--- src/rtl/dmem_bridge.sv ---
// ---------------------------------------------------------------------------
// dmem_bridge
//
// Data-side memory bridge behind the mem-stage load/store port. It checks
// alignment, builds byte enables and lane-replicated store data, runs a
// two-phase (address, then data) handshake with the data memory, and returns
// the sign/zero-extended load result. The pipeline is stalled for the whole
// transaction.
//
// Ports
//   clk, rst            clock (rising edge), asynchronous active-low reset
//   memen_i             mem stage holds a load/store this cycle
//   flush_i             mem stage is being flushed
//   op_i, addr_i        mem-stage opcode and effective address
//   wdata_i             store data
//   rdata_o             extended load result, registered, valid in DONE
//   adel_o / ades_o     load / store address error (combinational)
//   stall_o             hold the pipeline
//   mem_req, mem_wr, mem_be, mem_addr, mem_wdata   request to data memory
//   mem_addr_ok, mem_data_ok, mem_rdata            responses from data memory
//   dbgState            current FSM state (0 IDLE, 1 ADDR, 2 DATA, 3 DONE)
//
// Handshake: the address phase is a valid/ready pair. mem_req is valid and
// every request field is held constant until the cycle mem_addr_ok (ready)
// is seen high; the request is accepted on that rising edge. The data phase
// then completes on the first rising edge with mem_data_ok high while in
// DATA; mem_data_ok in any other state is ignored.
// ---------------------------------------------------------------------------
module dmem_bridge (
    input  logic        clk,
    input  logic        rst,
    input  logic        memen_i,
    input  logic        flush_i,
    input  logic [5:0]  op_i,
    input  logic [31:0] addr_i,
    input  logic [31:0] wdata_i,
    output logic [31:0] rdata_o,
    output logic        adel_o,
    output logic        ades_o,
    output logic        stall_o,
    output logic        mem_req,
    output logic        mem_wr,
    output logic [3:0]  mem_be,
    output logic [31:0] mem_addr,
    output logic [31:0] mem_wdata,
    input  logic        mem_addr_ok,
    input  logic        mem_data_ok,
    input  logic [31:0] mem_rdata,
    output logic [1:0]  dbgState
);

    localparam logic [5:0] OP_LB  = 6'b100000;
    localparam logic [5:0] OP_LBU = 6'b100100;
    localparam logic [5:0] OP_LH  = 6'b100001;
    localparam logic [5:0] OP_LHU = 6'b100101;
    localparam logic [5:0] OP_LW  = 6'b100011;
    localparam logic [5:0] OP_SB  = 6'b101000;
    localparam logic [5:0] OP_SH  = 6'b101001;
    localparam logic [5:0] OP_SW  = 6'b101011;

    typedef enum logic [1:0] {
        IDLE = 2'd0,
        ADDR = 2'd1,
        DATA = 2'd2,
        DONE = 2'd3
    } bridgeState_t;

    bridgeState_t state;
    logic         abort;
    logic [5:0]   capOp;
    logic [1:0]   capOff;

    // ---------------- request decode ----------------
    logic        isLoad;
    logic        isStore;
    logic        loadMisaligned;
    logic        storeMisaligned;
    logic        start;
    logic [3:0]  reqBe;
    logic [31:0] reqWdata;

    always_comb begin
        isLoad          = 1'b0;
        isStore         = 1'b0;
        loadMisaligned  = 1'b0;
        storeMisaligned = 1'b0;
        reqBe           = 4'b1111;
        reqWdata        = 32'h0;
        case (op_i)
            OP_LB, OP_LBU: isLoad = 1'b1;
            OP_LH, OP_LHU: begin
                isLoad         = 1'b1;
                loadMisaligned = addr_i[0];
            end
            OP_LW: begin
                isLoad         = 1'b1;
                loadMisaligned = (addr_i[1:0] != 2'b00);
            end
            OP_SB: begin
                isStore  = 1'b1;
                reqBe    = 4'b0001 << addr_i[1:0];
                reqWdata = {4{wdata_i[7:0]}};
            end
            OP_SH: begin
                isStore         = 1'b1;
                storeMisaligned = addr_i[0];
                reqBe           = addr_i[1] ? 4'b1100 : 4'b0011;
                reqWdata        = {2{wdata_i[15:0]}};
            end
            OP_SW: begin
                isStore         = 1'b1;
                storeMisaligned = (addr_i[1:0] != 2'b00);
                reqWdata        = wdata_i;
            end
            default: ;
        endcase
    end

    // Gated by rst so that nothing combinational leaks out while held in reset.
    assign adel_o  = rst & memen_i & isLoad & loadMisaligned;
    assign ades_o  = rst & memen_i & isStore & storeMisaligned;
    assign start   = rst & memen_i & (isLoad | isStore) & ~adel_o & ~ades_o
                   & ~flush_i & (state == IDLE);
    assign stall_o = start | (state == ADDR) | (state == DATA);
    assign dbgState = state;

    // ---------------- load extraction (from captured op/offset) ----------------
    logic [7:0]  loadByte;
    logic [15:0] loadHalf;
    logic [31:0] loadData;
    logic        capIsLoad;

    always_comb begin
        loadByte = mem_rdata[7:0];
        case (capOff)
            2'd0:    loadByte = mem_rdata[7:0];
            2'd1:    loadByte = mem_rdata[15:8];
            2'd2:    loadByte = mem_rdata[23:16];
            default: loadByte = mem_rdata[31:24];
        endcase
        loadHalf = capOff[1] ? mem_rdata[31:16] : mem_rdata[15:0];
        case (capOp)
            OP_LB:   loadData = {{24{loadByte[7]}}, loadByte};
            OP_LBU:  loadData = {24'h0, loadByte};
            OP_LH:   loadData = {{16{loadHalf[15]}}, loadHalf};
            OP_LHU:  loadData = {16'h0, loadHalf};
            default: loadData = mem_rdata;
        endcase
    end

    assign capIsLoad = (capOp == OP_LB) | (capOp == OP_LBU) | (capOp == OP_LH)
                     | (capOp == OP_LHU) | (capOp == OP_LW);

    // ---------------- FSM ----------------
    always_ff @(posedge clk or negedge rst) begin
        if (!rst) begin
            state     <= IDLE;
            abort     <= 1'b0;
            rdata_o   <= 32'h0;
            mem_req   <= 1'b0;
            mem_wr    <= 1'b0;
            mem_be    <= 4'h0;
            mem_addr  <= 32'h0;
            mem_wdata <= 32'h0;
            capOp     <= 6'h0;
            capOff    <= 2'h0;
        end else begin
            case (state)
                IDLE: begin
                    if (start) begin
                        state     <= ADDR;
                        abort     <= 1'b0;
                        mem_req   <= 1'b1;
                        mem_wr    <= isStore;
                        mem_be    <= reqBe;
                        mem_addr  <= {addr_i[31:2], 2'b00};
                        mem_wdata <= reqWdata;
                        capOp     <= op_i;
                        capOff    <= addr_i[1:0];
                    end
                end
                ADDR: begin
                    if (mem_addr_ok) begin
                        // Accepted: a flush in this same cycle must still drain.
                        state   <= DATA;
                        mem_req <= 1'b0;
                        abort   <= flush_i;
                    end else if (flush_i) begin
                        // Not yet accepted, so the request can simply be withdrawn.
                        state   <= IDLE;
                        mem_req <= 1'b0;
                    end
                end
                DATA: begin
                    if (flush_i) begin
                        abort <= 1'b1;
                    end
                    if (mem_data_ok) begin
                        abort <= 1'b0;
                        if (abort | flush_i) begin
                            state <= IDLE;
                        end else begin
                            state <= DONE;
                            if (capIsLoad) begin
                                rdata_o <= loadData;
                            end
                        end
                    end
                end
                DONE: begin
                    // memen_i is not looked at here, so the finished
                    // instruction cannot restart itself.
                    state <= IDLE;
                end
                default: state <= IDLE;
            endcase
        end
    end

endmodule

--- config.mk ---
export PLATFORM = sky130hd
export DESIGN_NAME = dmem_bridge
export DESIGN_NICKNAME = d
export VERILOG_FILES = /design/src/rtl/dmem_bridge.sv
export SDC_FILE = /design/constraint.sdc
export NUM_CORES = 1
export LEC_CHECK = 0
export BUFFER_PORTS_ARGS = -buffer_cell sky130_fd_sc_hd__buf_2
export CAP_MARGIN = 20
export CELL_PAD_IN_SITES_DETAIL_PLACEMENT = 1
export CELL_PAD_IN_SITES_GLOBAL_PLACEMENT = 1
export CORE_MARGIN = 2
export CORE_UTILIZATION = 40
export DETAILED_ROUTE_END_ITERATION = 7
export PLACE_DENSITY = 0.86
export SLEW_MARGIN = 5
export SYNTH_ARGS = -nofsm -noshare
export SYNTH_HDL_FRONTEND = slang
export SYNTH_SLANG_ARGS = --single-unit
--- constraint.sdc ---
create_clock -name clk -period 5.2 [get_ports clk]
set_input_delay 0.52 -clock clk [delete_from_list [all_inputs] [get_ports clk]]
set_output_delay 0.52 -clock clk [all_outputs]
set_load 0.01 [all_outputs]
==> results of run 1 <==
cells by family (layout without fill, tap and decap cells):
group,after synthesis,count (layout),share of synthesized area (%)
AO/OA/AOI/OAI,113,113,13.8
buffers and inverters,55,247,4.71
adder cells (fa/ha/maj),4,4,0.864
other,1,4,0.0648
AND/OR/NAND/NOR,168,168,13.8
flip-flops,111,111,48.0
multiplexers,90,90,18.9
report_power, final:
part / internal (µW) / leakage, µW / switching, µW / total [µW]
sequential: 1110 / 0.00148 / 180 / 1290
combinational: 515 / 0.00223 / 603 / 1120
clock: 332 / 0.000132 / 336 / 668
total: 1960 / 0.00384 / 1120 / 3080
how the worst min path moves through the flow:
| stage | from | to | slack [ps] | cells after the start |
|---|---|---|---|---|
| CTS | rst | mem_addr[29]$_DFFE_PN0P_ | 240 | 1 |
| finish | rst | mem_addr[29]$_DFFE_PN0P_ | 220 | 1 |
| global placement | rdata_o[13]$_DFFE_PN0P_ | rdata_o[13]$_DFFE_PN0P_ | 460 | 2 |
| global route | rst | mem_addr[29]$_DFFE_PN0P_ | 260 | 1 |
| floorplan | rst | abort$_DFFE_PN0P_ | 220 | 0 |
| detailed placement | rdata_o[13]$_DFFE_PN0P_ | rdata_o[13]$_DFFE_PN0P_ | 480 | 2 |
cell usage in the layout, fill, tap and decap left out, types with 5 or more instances in the layout:
cell and n:
a21o_1 16, a21oi_1 38, a22o_1 5, buf_2 211
buf_4 6, clkbuf_16 9, dfrtp_1 111, inv_1 14
mux2_1 12, mux2_2 61, mux2i_1 9, mux4_2 8
nand2_1 75, nand2b_1 15, nor2_1 36, nor2b_1 11
nor3_1 13, nor3b_1 7, o211ai_1 8, o211ai_2 10
o21ai_0 12, o31ai_1 8
stage by stage:
stage	util [%]	hold slack, ps	setup WS (ps)	total power, µW	instances
CTS	51.4	236	1860	3090	914
floorplan	-	224	2800	1920	543
global route	51.6	260	1570	3270	917
global placement	49.4	459	1880	2330	899
detailed placement	49.4	476	1760	2410	899
finish	51.6	216	1920	3080	917
sequential cells by signal (all words and copies together) (netlist names):
register	flops
mem_req	1
mem_addr	30
capOff	2
capOp	6
mem_wr	1
mem_be	4
rdata_o	32
dbgState	2
abort	1
mem_wdata	32
per-layer routing:
metal | vias up | wire (µm) | GRT usage [%]
met4 | 0 | 408 | 8.53
met3 | 28 | 684 | 4.98
li1 | 2279 | - | -
met1 | 2545 | 7520 | 28.5
met5 | - | 0 | 0
met2 | 142 | 9080 | 38.8
critical path: cells and delay by family:
kind	cells	cell delay, ps
and+or+nand+nor	3	1100
AOI/OAI and AO/OA	1	400
buffers and inverters	2	710
final cells by class:
class / instances / area, µm²
Fill cell: 1625 / 6770
Timing Repair Buffer: 218 / 1130
Inverter: 14 / 52.6
Sequential cell: 111 / 2780
Tap cell: 180 / 225
Antenna cell: 2 / 5.00
Clock inverter: 6 / 55.1
Clock buffer: 9 / 225
Multi-Input combinational cell: 377 / 2750
==> out/qor.yml, run 1 <==
run_status:
  status: "finished clean"
setup_path:
  worst_r2r_endpoint: "rdata_o[19]$_DFFE_PN0P_"
  slowest_delay_ps: 690
  path_max_fanout: 55
  cp-end-kind: "primary output"
  reg2reg_depth: 7
  worstPathArrival_ps: 2760
  startpoint: "rst"
  path_class: "in2out"
  worstPathRequired_ps: 4680
  crit_slowest_cell: "nand3_4"
  path_cells: "buf_4, nand4b_1, a211oi_2, nand3_4, nand2_1, buf_2"
  cp-start-kind: "primary input"
  r2r_setup_slack_ps: 2200
  timing.rr.start: "dbgState[0]$_DFFE_PN0P_"
  crit_end: "stall_o"
drt:
  vias_per_cell: 5.45
  post-route-drc-count: 0
  routed_wl_um: 17700
  wl_per_cell_um: 19.3
  firstDrtPassIters: 4
  drt_iter0_drc: 232
  vias: 4994
  postRouteAntennaNets: 0
logic_synthesis:
  synth.most_common_cell: "dfrtp_1"
  ys_types: 46
  netlist_area_mm2: 0.00579
  synth_cells: 542
  synth-edff-count: 0
  synth_top_area_cell: "dfrtp_1"
  ys.flop_type: "dfrtp_1"
  async_flop_share_pct: 100
  synth_area_per_cell_um2: 10.7
  synth_seq_cells: 111
  synthTopCellsByArea: "dfrtp_1 (48%), mux2_2 (12%), nand2_1 (4.9%)"
  synth_warnings: 0
  netlist.area_leader.share_pct: 48.0
  ys_seq_area_share_pct: 48.0
  ys_top_cells_by_count: "dfrtp_1 (111), nand2_1 (75), mux2_2 (61)"
cts:
  insertion_delay_ps: 360
  cts_tree: "yes"
  cts_setup_buffers: 0
  cts_buffers: 9
  clkTransAtPathRegs_ps: 70
  cts_resized: 0
  cts-htree-levels: 3
  holdBufCountCts: 0
  cts_root_buffer: "clkbuf_16"
  clk_path_buf_depth: 2
  clock-sinks: 111
place:
  io_buffers: 212
  hpwlAfterDp_um: 13100
  place_area_mm2: 0.00691
  gp_congestion: 0.892
sta:
  fmax_ghz: 0.305
  slew_headroom_pct: 39.5
  rsz0062_at_grt: "no"
  slew_viol_final: 0
  worst_slew_pin_slew_ps: 908
  setup_tns_ps: 0
  fin_crit_sh_pct: 63.1
  fin_crit_ps: 3280
  setup_viol: 0
  fin_skew_ps: 11.8
  finalHoldViolCount: 0
finish:
  nets: 843
  area_growth_pct: 24.7
  postLayoutCellArea_mm2: 0.00722
  drive_above_1_share_pct: 43.0
die:
  initial_utilization_pct: 41.4
  dieArea_mm2: 0.0155
  die_h_um: 124
  core_area_mm2: 0.0140
  io_pins: 215
  rows: 43
  floorplan.die.width_um: 124
flow_run:
  max_cap_violations: 0
global_route:
  grt_overflow: 0
  grt_pass1_wl_um: 28600
  grt_pass1_vias: 5417
  antenna_found_initial: 2
  grt_max_degree: 66
  grt_usage_pct: 22.8
hold_path:
  hold_class: "in2async"
power:
  p_leak_uw: 0.00384
  max-vdd-ir-drop_uv: 202
  power.density_mw_per_mm2: 426
Note: power is estimated with default switching activity, not from simulation.
==> inputs of run 2 (changes only) <==
--- a/config.mk
+++ b/config.mk
@@ -10,9 +10,9 @@
 export CELL_PAD_IN_SITES_DETAIL_PLACEMENT = 1
 export CELL_PAD_IN_SITES_GLOBAL_PLACEMENT = 1
 export CORE_MARGIN = 2
-export CORE_UTILIZATION = 40
+export CORE_UTILIZATION = 34
 export DETAILED_ROUTE_END_ITERATION = 7
-export PLACE_DENSITY = 0.86
+export PLACE_DENSITY = 0.78
 export SLEW_MARGIN = 5
 export SYNTH_ARGS = -nofsm -noshare
 export SYNTH_HDL_FRONTEND = slang
==> constraint.sdc (replaced) <==
create_clock -name clk -period 2.8 [get_ports clk]
set_input_delay 0.28 -clock clk [delete_from_list [all_inputs] [get_ports clk]]
set_output_delay 0.28 -clock clk [all_outputs]
set_load 0.01 [all_outputs]
==> run 2 against run 1 <==
Cell area grew 2.6%. Total power grew 89%. Combinational power grew 92%. Clock power grew 98%. Setup slack worse by 1600 ps. Worst hold slack worse by 74 ps. Sequential share of layout area fell by 0.97 points. Sequential power increased by 81%. Utilization shrank 7.1 points. Register-to-register slack worse by 1900 ps. Highest routed layer unchanged.
==> out/qor.yml, run 2 (same netlist as run 1, synthesis figures left out) <==
finish:
  fillers: 1927
  layout_common_cells: "buf_2 (211), dfrtp_1 (111), nand2_1 (75), mux2_2 (61), a21oi_1 (38)"
  post-route-util_pct: 44.5
  area_growth_pct: 27.9
  final_common_cell: "buf_2"
  nets: 854
  top_regs: "mem_wdata (32), rdata_o (32), mem_addr (30)"
  drive_above_1_share_pct: 43.8
sta:
  fmax_ghz: 0.405
  setup_tns_ps: 0
  worst_slew_pin_slew_ps: 658
  setup_viol: 0
  slew_viol_final: 0
  fin_skew_ps: 5.44
  fin_crit_ps: 2470
  rsz0062_at_grt: "no"
  finalHoldViolCount: 0
  slew_headroom_pct: 56.1
  fin_crit_sh_pct: 88.1
cts:
  clkTransAtPathRegs_ps: 70
  cts_tree: "yes"
  insertion_delay_ps: 350
  cts_buffers: 9
  cts_root_buffer: "clkbuf_16"
  clock-sinks: 111
  cts-htree-levels: 3
  cts_setup_buffers: 0
  clk_path_buf_depth: 2
setup_path:
  path_cells: "inv_1, ha_1, nor3b_1, o211ai_1, buf_4, a2111oi_0, a21o_1"
  path_class: "reg2reg"
  worstPathRequired_ps: 3090
  cp-end-kind: "flop"
  slowest_delay_ps: 540
  path_max_fanout: 64
  crit_slowest_cell: "a2111oi_0"
  r2r_setup_slack_ps: 330
  timing.rr.start: "dbgState[0]$_DFFE_PN0P_"
  worstPathArrival_ps: 2760
  cp_top_family: "compound AO/OA/AOI/OAI gates"
  reg2reg_depth: 7
  cp-start-kind: "flop"
  worst_r2r_endpoint: "rdata_o[1]$_DFFE_PN0P_"
  critPathBufInv: 2
global_route:
  grt-busiest-layer: "met2"
  grt_pass1_vias: 5245
  grt_usage_pct: 19.5
  grt_pass1_wl_um: 27800
  use_met2_pct: 34.2
  antenna_found_initial: 3
  use_met3_pct: 2.82
  grt_overflow: 0
  grt_max_degree: 85
  met1_usage_pct: 24.2
flow_run:
  max_cap_violations: 0
hold_path:
  hold-path-endpoint: "mem_addr[11]$_DFFE_PN0P_"
  worstHoldStart: "addr_i[11]"
  holdPathStages: 2
  hold_class: "in2reg"
power:
  power.density_mw_per_mm2: 784
  max-vdd-ir-drop_uv: 326
  p_leak_uw: 0.00391
die:
  initial_utilization_pct: 34.8
  rows: 47
  io_pins: 215
  floorplan.die.width_um: 135
  dieArea_mm2: 0.0181
  die_h_um: 135
  core_area_mm2: 0.0166
drt:
  firstDrtPassIters: 6
  vias: 4991
  post-route-drc-count: 0
  postRouteAntennaNets: 0
  vias_per_cell: 5.15
  routed_wl_um: 17700
  wl_per_cell_um: 18.3
  drt_iter0_drc: 197
place:
  hpwlAfterDp_um: 13400
  gp_congestion: 0.875
  io_buffers: 212
run_status:
  status: "finished clean"
## run 2: worst register-to-register path: stages (launching register included)
cell and delay, ps:
dfrtp_1 410, inv_1 130, ha_1 200, nor3b_1 380, o211ai_1 210, buf_4 380
a2111oi_0 550, a21o_1 140
## run 2: cell type report
cell class	count	area [µm²]	area share, %
clock inverter	5	57.6	0.777
antenna	3	7.51	0.101
multi-input combinational	377	2760	37.2
tap	220	275	3.72
inverter	14	52.6	0.709
clock buffer	11	243	3.28
sequential	111	2780	37.5
timing repair buffer	229	1240	16.7
## run 2: timing repair
| item | CTS | global route |
|---|---|---|
| hold buffers | 1 | 0 |
| endpoints found under the hold margin | 27 | 0 |
| setup endpoints to repair | 0 | 1 |
| resized for setup | 0 | 1 |
## run 2: worst max-delay path by stage
stage                                  from                       to  depth (start not counted)
global placement    dbgState[0]$_DFFE_PN0P_  rdata_o[16]$_DFFE_PN0P_                          6
global route        dbgState[0]$_DFFE_PN0P_   rdata_o[1]$_DFFE_PN0P_                          7
floorplan           dbgState[0]$_DFFE_PN0P_  rdata_o[22]$_DFFE_PN0P_                          8
detailed placement  dbgState[0]$_DFFE_PN0P_  rdata_o[20]$_DFFE_PN0P_                          6
finish              dbgState[0]$_DFFE_PN0P_   rdata_o[1]$_DFFE_PN0P_                          7
CTS                 dbgState[0]$_DFFE_PN0P_  rdata_o[20]$_DFFE_PN0P_                          6
## run 2: layer usage
layer | share of wire, % | up-vias
li1 | - | 2312
met1 | 42 | 2494
met2 | 52 | 155
met3 | 4.5 | 30
met4 | 2.4 | 0
met5 | 0 | -
## run 2: per-stage QoR
stage               hold WS [ps]  cell area, µm²  std cells  setup WS (ps)  power, µW
floorplan                  -15.6            5790        543            735       3570
global placement             353            7060        949            395       4400
detailed placement           358            7060        949            269       4540
CTS                          128            7370        966            240       5880
global route                 133            7410        970           52.0       6180
finish                       142            7410        970            333       5800
## run 2: power breakdown
| part | leakage, µW | switching (µW) | internal (µW) |
|---|---|---|---|
| logic | 0.00230 | 1200 | 950 |
| clock network | 0.000138 | 603 | 718 |
| registers | 0.00148 | 268 | 2070 |
